$ cat src/rtl/serial_adder_pkg.sv
// serial_adder shared types and constants.
// State encoding and counter-width helper.
package serial_adder_pkg;

  typedef enum logic [1:0] {
    IDLE = 2'b00,
    RUN  = 2'b01,
    DONE = 2'b10
  } sa_state_t;

  localparam int DEF_WIDTH = 8;
  localparam int CNT_W     = $clog2(DEF_WIDTH);

  // Bit-counter width for a given operand width.
  function automatic int cnt_width(input int w);
    return (w < 2) ? 1 : $clog2(w);
  endfunction

endpackage

$ cat src/rtl/full_adder.sv
// Single-bit full adder cell.
// Purely combinational; shared by every bit position.
module full_adder (
  input  logic a,
  input  logic b,
  input  logic ci,
  output logic s,
  output logic co
);

  // Sum and carry of one bit slice.
  always_comb begin
    s  = a ^ b ^ ci;
    co = (a & b) | (a & ci) | (b & ci);
  end

endmodule

$ cat src/rtl/serial_adder.sv
// Bit-serial adder/subtractor, LSB first.
// One full-adder cell plus carry FF, start/busy/done handshake.
module serial_adder
  import serial_adder_pkg::*;
#(
  parameter int WIDTH = 8
) (
  input  logic             clk,
  input  logic             rst_n,
  input  logic             start,
  input  logic             sub,
  input  logic [WIDTH-1:0] a,
  input  logic [WIDTH-1:0] b,
  input  logic             cin,
  output logic             busy,
  output logic             done,
  output logic [WIDTH-1:0] s,
  output logic             c,
  output logic             ovf
);

  localparam int CW = cnt_width(WIDTH);

  sa_state_t        state_q, state_d;
  logic [WIDTH-1:0] a_q, b_q;
  logic [WIDTH-2:0] r_q, r_d;
  logic [CW-1:0]    cnt_q;
  logic             carry_q;
  logic [WIDTH-1:0] s_q;
  logic             c_q, ovf_q;
  logic             sum, co;
  logic             accept, last;

  assign accept = start & ((state_q == IDLE) | (state_q == DONE));
  assign last   = (state_q == RUN) & (cnt_q == CW'(WIDTH - 1));

  full_adder u_fa (
    .a  (a_q[0]),
    .b  (b_q[0]),
    .ci (carry_q),
    .s  (sum),
    .co (co)
  );

  // State register.
  always_ff @(posedge clk or negedge rst_n) begin
    if (!rst_n) state_q <= IDLE;
    else        state_q <= state_d;
  end

  // Next-state logic.
  always_comb begin
    state_d = state_q;
    unique case (state_q)
      IDLE:    if (start) state_d = RUN;
      RUN:     if (last) state_d = DONE;
      DONE:    state_d = start ? RUN : IDLE;
      default: state_d = IDLE;
    endcase
  end

  // Result register shifted right, new sum bit entering at the top.
  always_comb begin
    r_d = r_q;
    r_d[WIDTH-2] = sum;
    for (int i = 0; i < WIDTH - 2; i++) begin
      r_d[i] = r_q[i+1];
    end
  end

  // Operand capture, serial datapath and result latch.
  always_ff @(posedge clk or negedge rst_n) begin
    if (!rst_n) begin
      a_q     <= '0;
      b_q     <= '0;
      r_q     <= '0;
      cnt_q   <= '0;
      carry_q <= 1'b0;
      s_q     <= '0;
      c_q     <= 1'b0;
      ovf_q   <= 1'b0;
    end else if (accept) begin
      a_q     <= a;
      b_q     <= sub ? ~b : b;
      carry_q <= sub | cin;
      cnt_q   <= '0;
    end else if (state_q == RUN) begin
      a_q     <= a_q >> 1;
      b_q     <= b_q >> 1;
      carry_q <= co;
      cnt_q   <= cnt_q + CW'(1);
      r_q     <= r_d;
      if (last) begin
        s_q   <= {sum, r_q};
        c_q   <= co;
        ovf_q <= carry_q ^ co;
      end
    end
  end

  assign busy = (state_q == RUN);
  assign done = (state_q == DONE);
  assign s    = s_q;
  assign c    = c_q;
  assign ovf  = ovf_q;

endmodule

$ cat config.mk
export PLATFORM = sky130hd
export DESIGN_NAME = serial_adder
export DESIGN_NICKNAME = d
export VERILOG_FILES = /design/src/rtl/serial_adder_pkg.sv /design/src/rtl/full_adder.sv /design/src/rtl/serial_adder.sv
export SDC_FILE = /design/constraint.sdc
export NUM_CORES = 1
export LEC_CHECK = 0
export ABC_AREA = 1
export BUFFER_PORTS_ARGS = -buffer_cell sky130_fd_sc_hd__buf_2
export CAP_MARGIN = 15
export CORE_ASPECT_RATIO = 2
export CORE_UTILIZATION = 48
export CTS_CLUSTER_DIAMETER = 60
export DETAILED_ROUTE_END_ITERATION = 8
export MAX_ROUTING_LAYER = met4
export PLACE_DENSITY = 0.74
export SLEW_MARGIN = 40
export SYNTH_ARGS = -nofsm -noshare
export SYNTH_HDL_FRONTEND = slang
export SYNTH_SLANG_ARGS = --single-unit
$ cat constraint.sdc
create_clock -name clk -period 1.1 [get_ports clk]
set_input_delay 0.275 -clock clk [delete_from_list [all_inputs] [get_ports clk]]
set_output_delay 0.275 -clock clk [all_outputs]
set_load 0.02 [all_outputs]
==> impl_results.md <==
* Die ar. at 4240 µm²
* Inst Count DP at 329
* Wire per inst at 15.2 µm
* Post-synthesis adder-cell area fraction at 0.0237
* CTS Root Cell: clkbuf_8
* Int Power at 5.21 mW
* Final Skew at 0.00266 ns
* DP Wirelength at 2760 µm
* Synth Warn # at 0
* Router iterations before antenna repair at 6
* Input/output buffers at 32
* Die height at 91.0 µm
* Vias/cell at 5.07
* Synthesized area per cell at 7.96 µm²
* Fin cells at 364
* Worst EP arrival at 1.10 ns
* Clock Power Share at 0.102
* Final hold vios at 0
* Status: finished, violations left
* Commonest non-fill, non-tap cells in the layout: nand2_1, dfrtp_1, buf_6
* Pleak at 1.51 nW
* Vias in the first global route at 1777
* CP Cell Sequence: buf_6, nor2_4, buf_6
* Hold WC Path Type: in2reg
* Synth area leader: dfrtp_1
* Post-synth top area share at 0.513
* CP endpoint kind: primary output
* GRT Util Overall at 0.270
* Number of buffers created by CTS at 5
* Post-Syn Area at 1900 µm²
* Unrepaired setup endpoints after global routing: yes
* Layout Nets at 336
* Slew @ Worst Pin at 0.289 ns
* #FFs+latches synth at 39
* Final core utilization at 0.770
* Highest clock rate at 727 MHz
* Post-route ant nets at 0
* Setup ws final at -0.276 ns
* Max incr delay on CP at 0.41 ns
* DRT iter0 DRCs at 38
* Initial antenna violation count at 0
* Final Slew Violations at 0
* Period utilisation layout at 1.25
* Critical Path Source Type: flip-flop
* Synth Area in Compound Gates at 0.0664
* Power Density at 3110 nW/µm²
* Core ar. at 3800 µm²
* Post-synth net total at 263
* Commonest non-fill, non-tap cell in the layout: nand2_1
* Synth Area in XOR/XNOR at 0.00460
* Critical path's most frequent cell: buf_6
* Gate power share at 0.611
* First-pass GRT wire length at 7910 µm
* Worst path required time at 0.82 ns
* Largest net degree at the start of global routing at 31
* Net Sw Frac at 0.428
* CTS max path bufs at 2
* CP max-delay cell: dfrtp_1
* Final Wtd Congestion at 0.776
* MaxCap Viol Count at 0
* Hold_ws at 0.208 ns
* Gr ovfl total at 0
* Post-synth cell types at 19
* Fin crit period at 1.38 ns
* Failing checks: design-rule violations, negative setup slack
* H-tree depth at 2
* Antenna cell count at 0
* Rows at 32
* Worst vdd ir at 1970 µV
* Post-route DRC at 1
* Sequential element share of the synthesized area at 0.513
* Clock latency on the worst-skew pair at 0.29 ns
* CTS sink cnt at 39
* Clk slew on worst S/H paths at 0.07 ns
* Die Wd at 46.5 µm
* Mux cell area share after synthesis at 0
* Total Wirelength at 5530 µm
* Synthesized instance count at 239
* Simple-Gate Fraction of Synth Area at 0.303
* DP Worst Slack at -0.140 ns
* R2R Setup Slk at -0.20 ns
* Reg power frac at 0.287
* Ranking of synthesized cells by area: dfrtp_1, nand2_1, nand3_1
* Via Count at 1847
* Largest family of logic cells by synthesized area: simple AND/OR/NAND/NOR gates
* Design Area, Final at 2930 µm²
* Placed cell area at 2210 µm²
* Proportion of layout cells with a drive suffix above 1 at 0.428
* CTS tree: built
* I/O Pins at 33
* Initial Util at 0.500
* Slew HR at 0.807
* Crit Path Class: reg2out
* Final setup violation count at 41
* CP max FO at 2
* Area grow syn2layout at 54.0%
* Net Sw Power at 3.90 mW
cells in the mapped netlist:
library cell and number:
nor2_1 10, nand3_1 25, buf_2 4, inv_1 27
ha_1 2, fa_1 1, clkbuf_1 1, buf_4 2
inv_2 2, nand2_1 98, a21oi_1 1, o21ai_0 12
buf_6 2, o21ai_2 7, nand2_2 2, nand2_4 2
nor2_4 1, dfrtp_1 39, xor2_1 1
metrics by stage:
step	total power, mW	TNS [ns]
4_1_cts	7.87	-2.98
6_report	9.11	-4.25
3_3_place_gp	5.48	-1.59
2_1_floorplan	4.70	-1.20
3_5_place_dp	5.59	-1.65
5_1_grt	9.67	-5.97
critical path: cells and delay by family (launching register included):
kind	cells	cell delay [ns]
and+or+nand+nor	1	0.12
DFF	1	0.41
buffers and inverters	2	0.27
power groups by stage:
stage               Sequential (mW)  Clock [mW]  Combinational (mW)
finish                         2.62       0.929                5.57
global route                   2.68        1.01                5.98
CTS                            2.53       0.936                4.40
detailed placement             2.52           0                3.06
global placement               2.50           0                2.98
floorplan                      2.64           0                2.06
metal layers:
metal | wire length [µm] | vias to the layer above | track usage
met4 | 283 | 0 | 0.113
met5 | 0 | - | -
li1 | - | 885 | -
met2 | 3210 | 46 | 0.465
met1 | 1870 | 892 | 0.270
met3 | 166 | 24 | 0.0596
state kept, by name, summed over array words and instances, names as in the netlist:
| signal | count |
|---|---|
| ovf | 1 |
| c | 1 |
| cnt_q | 3 |
| s | 8 |
| r_q | 7 |
| a_q | 8 |
| carry_q | 1 |
| b_q | 8 |
| state_q | 2 |
final timing paths:
path	from	endpoint	cells past startpoint
hold reg to reg	a_q[2]	a_q[2]	2
max in group asynchronous	rst_n	s[0]	3
min in group asynchronous	rst_n	a_q[6]	2
hold / removal	a[7]	a_q[7]	3
setup reg to reg	state_q[1]	cnt_q[0]	7
setup / recovery	state_q[1]	busy	3
timing repair:
| item | CTS | global route |
|---|---|---|
| setup endpoints to repair | 44 | 51 |
| cloned | 5 | 0 |
| hold buffers | 1 | 0 |
| pin swaps | 16 | 15 |
| gates resized for setup | 70 | 51 |
| buffers inserted | 16 | 10 |
| endpoints found under the hold margin | 9 | 0 |
layout make-up:
cell class / count / area, µm²
Sequential cell: 39 / 977
Timing Repair Buffer: 73 / 656
Tap cell: 51 / 63.8
Clock buffer: 7 / 76.3
Fill cell: 277 / 873
Clock inverter: 1 / 5.00
Multi-Input combinational cell: 164 / 1030
Inverter: 29 / 121
logic make-up after synthesis:
logic type	Yosys count
buf+inv	38
xor+xnor	1
compound gates	20
fa+ha+maj	3
simple gates	138
flops	39
Note: power is estimated with default switching activity, not from simulation.
